**config.mk**
```make
export PLATFORM = sky130hd
export DESIGN_NAME = if_id_buffer
export DESIGN_NICKNAME = d
export VERILOG_FILES = /design/src/rtl/if_id_buffer.sv
export SDC_FILE = /design/constraint.sdc
export NUM_CORES = 1
export LEC_CHECK = 0
export ABC_AREA = 1
export CAP_MARGIN = 20
export CORE_ASPECT_RATIO = 1.75
export CORE_MARGIN = 2
export CORE_UTILIZATION = 45
export DETAILED_ROUTE_END_ITERATION = 12
export PLACE_DENSITY = 0.76
export SYNTH_ARGS = -nofsm -noshare
export SYNTH_HDL_FRONTEND = slang
export SYNTH_SLANG_ARGS = --single-unit
```
**constraint.sdc**
```tcl
create_clock -name clk -period 7.3 [get_ports clk]
set_clock_uncertainty 0.2 [all_clocks]
set_input_delay 0.73 -clock clk [delete_from_list [all_inputs] [get_ports clk]]
set_output_delay 0.73 -clock clk [all_outputs]
set_load 0.01 [all_outputs]
```
**src/rtl/if_id_buffer.sv**
```systemverilog
// Two-entry skid buffer between fetch and decode, with a valid/ready handshake on both sides.
// It also provides a synchronous flush for redirects and freezes intake once a HALT is accepted.
module if_id_buffer #(
    parameter logic [15:0] NOP_INSTR  = 16'h0800,
    parameter logic [15:0] HALT_INSTR = 16'h0000
) (
    input  logic        clk,
    input  logic        rst,
    input  logic [15:0] instr_in,
    input  logic [15:0] pc_in,
    input  logic [15:0] pc_plus_two_in,
    input  logic        in_valid,
    output logic        in_ready,
    output logic        out_valid,
    input  logic        out_ready,
    input  logic        flush,
    output logic [15:0] instr_out,
    output logic [15:0] pc_out,
    output logic [15:0] pc_plus_two_out,
    output logic [1:0]  occupancy,
    output logic        halted
);

    typedef enum logic [1:0] {
        ST_EMPTY = 2'd0,
        ST_ONE   = 2'd1,
        ST_TWO   = 2'd2
    } state_t;

    state_t      r_state;
    state_t      w_state_nxt;
    logic        r_halted;
    logic        w_halted_nxt;

    logic [15:0] r_main_instr;
    logic [15:0] r_main_pc;
    logic [15:0] r_main_pc2;
    logic [15:0] r_skid_instr;
    logic [15:0] r_skid_pc;
    logic [15:0] r_skid_pc2;

    logic        w_accept;
    logic        w_drain;
    logic        w_load_main_in;
    logic        w_load_main_skid;
    logic        w_load_skid;

    // Handshakes depend only on registered state, so there is no combinational path to either side.
    assign in_ready  = (r_state != ST_TWO) && !r_halted;
    assign out_valid = (r_state != ST_EMPTY);
    assign w_accept  = in_valid && in_ready;
    assign w_drain   = out_valid && out_ready;

    assign instr_out       = out_valid ? r_main_instr : NOP_INSTR;
    assign pc_out          = r_main_pc;
    assign pc_plus_two_out = r_main_pc2;
    assign halted          = r_halted;

    always_comb begin
        unique case (r_state)
            ST_ONE:  occupancy = 2'd1;
            ST_TWO:  occupancy = 2'd2;
            default: occupancy = 2'd0;
        endcase
    end

    always_comb begin
        // NOTE: every output of this block gets a default first, so no path through it can infer a latch.
        w_state_nxt      = r_state;
        w_halted_nxt     = r_halted;
        w_load_main_in   = 1'b0;
        w_load_main_skid = 1'b0;
        w_load_skid      = 1'b0;

        if (flush) begin
            // A redirect discards everything, including any same-cycle accept or drain.
            w_state_nxt  = ST_EMPTY;
            w_halted_nxt = 1'b0;
        end else begin
            unique case (r_state)
                ST_EMPTY: begin
                    if (w_accept) begin
                        w_load_main_in = 1'b1;
                        w_state_nxt    = ST_ONE;
                    end
                end
                ST_ONE: begin
                    if (w_accept && w_drain) begin
                        w_load_main_in = 1'b1;
                    end else if (w_accept) begin
                        w_load_skid = 1'b1;
                        w_state_nxt = ST_TWO;
                    end else if (w_drain) begin
                        w_state_nxt = ST_EMPTY;
                    end
                end
                ST_TWO: begin
                    if (w_drain) begin
                        w_load_main_skid = 1'b1;
                        w_state_nxt      = ST_ONE;
                    end
                end
                default: w_state_nxt = ST_EMPTY;
            endcase

            if (w_accept && (instr_in == HALT_INSTR)) begin
                w_halted_nxt = 1'b1;
            end
        end
    end

    // NOTE: state registers use non-blocking assignments, so every flop samples the pre-edge values.
    always_ff @(posedge clk or posedge rst) begin
        if (rst) begin
            r_state  <= ST_EMPTY;
            r_halted <= 1'b0;
        end else begin
            r_state  <= w_state_nxt;
            r_halted <= w_halted_nxt;
        end
    end

    // NOTE: the payload registers are reset as well, because pc_out must read zero straight out of reset.
    always_ff @(posedge clk or posedge rst) begin
        if (rst) begin
            r_main_instr <= '0;
            r_main_pc    <= '0;
            r_main_pc2   <= '0;
            r_skid_instr <= '0;
            r_skid_pc    <= '0;
            r_skid_pc2   <= '0;
        end else begin
            if (w_load_main_in) begin
                r_main_instr <= instr_in;
                r_main_pc    <= pc_in;
                r_main_pc2   <= pc_plus_two_in;
            end else if (w_load_main_skid) begin
                r_main_instr <= r_skid_instr;
                r_main_pc    <= r_skid_pc;
                r_main_pc2   <= r_skid_pc2;
            end
            if (w_load_skid) begin
                r_skid_instr <= instr_in;
                r_skid_pc    <= pc_in;
                r_skid_pc2   <= pc_plus_two_in;
            end
        end
    end

endmodule
```
# Yosys cells after proc, flatten, opt, wreduce, memory -nomap -nowiden
# Index checks and enable logic that the tools add are counted.
word_totals:
  ff_bits: 99
  input_bits: 53
  output_inout_bits: 53
  wordCells: 54
classes:
  n_eq_ne: 7
  muxes: 27
  reduce_logical: 12
ops:
  columns: ["cell", "count"]
  rows:
  - ["$mux 16", 7]
  - ["$logic_not 16->1", 1]
  - ["$mux 2", 6]
  - ["$mux 1", 11]
  - ["$ne 3x3->1 const B", 3]
  - ["$pmux 2 s3", 1]
  - ["$reduce_bool 2->1", 3]
  - ["$logic_and 1x1->1", 5]
  - ["$ne 4x4->1 const B", 1]
  - ["$pmux 2 s2", 1]
  - ["$reduce_and 4->1", 1]
  - ["$eq 2x1->1 const B", 1]
  - ["$eq 2x2->1 const B", 1]
  - ["$logic_not 2->1", 1]
  - ["$ne 2x2->1 const B", 1]
  - ["$pmux 1 s2", 1]
  - ["$logic_not 1->1", 1]

# Longest topological paths before layout
depth:
  word_depth: 8
  ltp_mapped: 10

# Least setup slack after synthesis
# OpenSTA, ideal clock, no wires.
synth_path:
  path_type: "register -> output"
  start: "register r_state[0]"
  end: "output out_valid"
  arrival_time_ns: 1.139
  slack_ns: 5.231
  path_stages_with_launch: 5
  n_path_buf: 2
  path_cell_list: "dfrtp_1 buf_4 nor2_2 clkbuf_1 inv_1"
synth_between:
  elab_chain_len: 1
synth_lines:
  columns: ["element", "line", "rtl"]
  rows:
  - ["from (decl)", "30", "state_t r_state;"]
  - ["from (signal assigned)", "118", "r_state <= w_state_nxt;"]
  - ["$reduce_bool 2->1", "50", "assign out_valid = (r_state != ST_EMPTY);"]
  - ["to (decl)", "14", "output logic out_valid,"]
# Every way passes these cells.

# Worst setup path in the final report
layout_path:
  start: "input out_ready"
  end: "register r_skid_instr[10]"
layout_between:
  elab_chain_len: 5
layout_lines:
  columns: ["element", "line", "rtl"]
  rows:
  - ["from (decl)", "15", "input logic out_ready,"]
  - ["$logic_and 1x1->1", "52", "assign w_drain = out_valid && out_ready;"]
  - ["$logic_and 1x1->1", "88", "if (w_accept && w_drain) begin"]
  - ["$mux 1", "88", null]
  - ["$mux 1", "80", "unique case (r_state)"]
  - ["$mux 1", "75", "if (flush) begin"]
  - ["to (signal assigned)", "143", "r_skid_instr <= instr_in;"]
  - ["to (decl)", "38", "logic [15:0] r_skid_instr;"]
# Every way passes these cells.
# A chain may end at the register's enable or synchronous reset.

==> results by group <==
Power
  – Max VDD drop: 0.161 mV
  – Power Total: 1670 uW
  – Static leakage: 0.00281 uW
  – PD cells: 284 nW/um2

Floorplanning
  – Die X: 80.2 um
  – Die Span Y: 137 um
  – Core ar.: 9910 um2
  – Die ar.: 11000 um2
  – Initial Utilization: 46.2%
  – Row count: 48
  – I/O pins: 106

Logic synthesis
  – Syn nets: 604
  – Post-synthesis mux area share: 0%
  – Sequential area share after synthesis: 54.1%
  – Syn_area_per_cell: 8.31 um2
  – Yosys warns: 0
  – Synth Instances: 551
  – Post-synthesis sequential element count: 99
  – Library cells used by synthesis: 18
  – Synth Cell Area: 4580 um2
  – Post-Synth Simple-Gate Area: 35.2%
  – Xor and xnor area share after synthesis: 0%
  – Compound-Gate Fraction of Synth Area: 1.75%
  – Combinational family with the most area after synthesis: simple AND/OR/NAND/NOR gates
  – Adder-cell area share of the yosys netlist: 0%

Route
  – Detailed Route Iter0 Violations: 364
  – Post-route ant nets: 0
  – Vias: 4088
  – Drt first pass iters: 5
  – Total wire length: 11.5 mm
  – Wire per inst: 15.1 um
  – DRC: 0
  – Vias/cell: 5.39

Worst setup path
  – CP Max Fanout: 50
  – Worst Path Required: 7.33 ns
  – R2r setup slk: 4.05 ns
  – Worst Path Arrival: 3.68 ns
  – RR Startpoint: r_state[0]$_DFFE_PP0P_
  – RR Endpoint: r_skid_instr[10]$_DFFE_PP0P_
  – CP Class: in2reg
  – Cell count of the worst reg-to-reg path: 6
  – CP startpoint kind: input port
  – Setup crit end kind: flip-flop

Clock network
  – Clock insertion delay at the later pin of the skew report: 0.34 ns
  – Clock Root Buffer: clkbuf_16
  – Post_cts resized: 0
  – TritonCTS Buffers: 9
  – H-tree Lvls: 3
  – CTS Buffer Depth: 2
  – TritonCTS clock tree: done
  – Clock Sinks: 99
  – Post-CTS Setup Inserts: 0
  – Hold_buf cts: 0
  – Clock transition at path regs: 0.06 ns

Finish
  – Share of cells above drive strength 1: 4.57%
  – Total Nets Final: 683
  – Most frequent cells in the layout: 185 x nand3_1, 136 x nand2_1, 105 x clkdlybuf4s50_1, 99 x dfrtp_1, 35 x inv_1
  – Post-layout util: 59.3%
  – Fin area: 5880 um2
  – Commonest non-fill, non-tap cell in the layout: nand3_1
  – Non-Filler Instances: 759
  – Number of fill cells: 880
  – Area Overhead vs Synth: 28.4%
  – Ant diodes: 0

Hold path
  – Hold Crit Depth: 2
  – Hold Path Class: reg2reg
  – Min-delay src: r_skid_pc[7]$_DFFE_PP0P_
  – Hold Path End: r_skid_pc[7]$_DFFE_PP0P_

STA
  – Worst-margin pin slew: 1.06 ns
  – Final period util: 50.0%
  – Fmax: 0.274 GHz
  – Final TNS setup: 0 ns
  – Final hold vios: 0
  – Final setup fails: 0
  – Period minus WS final: 3.65 ns
  – RSZ-0062 raised after global routing: false
  – Slew HR: 29.5%
  – Slew Limit Fails: 0

Job
  – Max-cap violations: 0

GRT
  – Global Route Usage Sum: 21.9%
  – Global-route wire length before repair: 18.7 mm
  – Vias in the first global route: 3964
  – Largest net degree at the start of global routing: 84
  – Initial antenna violation count: 0
  – Gr ovfl total: 0

Placement
  – Inst Count DP: 742
  – Final HPWL DP: 7.46 mm
  – IO Port Bufs: 105
  – Placed inst area: 5550 um2
  – Placer Congestion: 0.809

Run status
  – Status: complete, no violations
-- state kept, by name (all words and copies together), names as in the netlist --
| signal | flops |
|---|---|
| pc_out | 16 |
| r_state | 2 |
| r_main_instr | 16 |
| r_skid_instr | 16 |
| r_skid_pc | 16 |
| halted | 1 |
| r_skid_pc2 | 16 |
| pc_plus_two_out | 16 |
-- power breakdown --
group,internal [uW],switching (uW)
clock network,263,190
registers,708,95.2
logic,208,205
-- synth_stat cells --
| master | instances | area share (%) |
|---|---|---|
| inv_2 | 3 | 0.25 |
| nand2_1 | 137 | 11 |
| nor2_1 | 23 | 1.9 |
| o21ai_1 | 14 | 1.5 |
| dfrtp_1 | 99 | 54 |
| nor2_2 | 2 | 0.27 |
| buf_2 | 15 | 1.6 |
| buf_4 | 4 | 0.66 |
| inv_1 | 36 | 3.0 |
| a21oi_1 | 2 | 0.22 |
| nand3_2 | 2 | 0.44 |
| nand4_1 | 3 | 0.41 |
| nand2_2 | 1 | 0.14 |
| nor3_4 | 1 | 0.36 |
| or2_2 | 1 | 0.14 |
| buf_6 | 10 | 2.5 |
| nand3_1 | 186 | 20 |
| clkbuf_1 | 12 | 0.98 |
-- worst max path at each step --
stage | startpoint | endpoint | slack, ns | depth (start not counted)
2_1_floorplan | rst | halted$_DFFE_PP0P_ | 3.78 | 1
3_3_place_gp | out_ready | r_skid_instr[10]$_DFFE_PP0P_ | 3.29 | 7
3_5_place_dp | out_ready | r_skid_instr[14]$_DFFE_PP0P_ | 3.14 | 7
4_1_cts | out_ready | r_skid_instr[14]$_DFFE_PP0P_ | 3.50 | 7
5_1_grt | out_ready | r_skid_instr[11]$_DFFE_PP0P_ | 3.43 | 8
6_report | out_ready | r_skid_instr[10]$_DFFE_PP0P_ | 3.65 | 8
-- routing by layer --
layer / track usage [%] / share of wire (%)
met5: 0 / 0
met4: 8.38 / 2.4
met3: 4.46 / 4.5
met2: 37.5 / 53
met1: 27.1 / 40
-- critical path, stage by stage --
cell,delay [ns]
clkdlybuf4s50_1,0.47
inv_1,0.12
nand2_2,0.57
inv_2,0.75
nand2_2,0.52
buf_16,0.35
nand2_1,0.07
o21ai_1,0.06
-- through the flow --
stage,hold slack (ns),setup slack [ns]
6_report,0.270,3.65
5_1_grt,0.296,3.43
4_1_cts,0.274,3.50
3_5_place_dp,0.259,3.14
3_3_place_gp,0.254,3.29
2_1_floorplan,0.242,3.78
-- kinds of logic after synthesis --
| family | count (synthesis) |
|---|---|
| compound gates | 16 |
| flops | 99 |
| buf+inv | 80 |
| simple gates | 356 |
-- final cells by class --
class                      instances  area (um2)  area share (%)
sequential                        99        2480            42.1
clock inverter                     3        40.0           0.681
inverter                          39         149            2.53
clock buffer                      12         236            4.02
multi-input combinational        372        1700            28.9
timing repair buffer             109        1120            19.1
tap                              125         156            2.66
No activity file was read; power rests on OpenSTA's default activity.
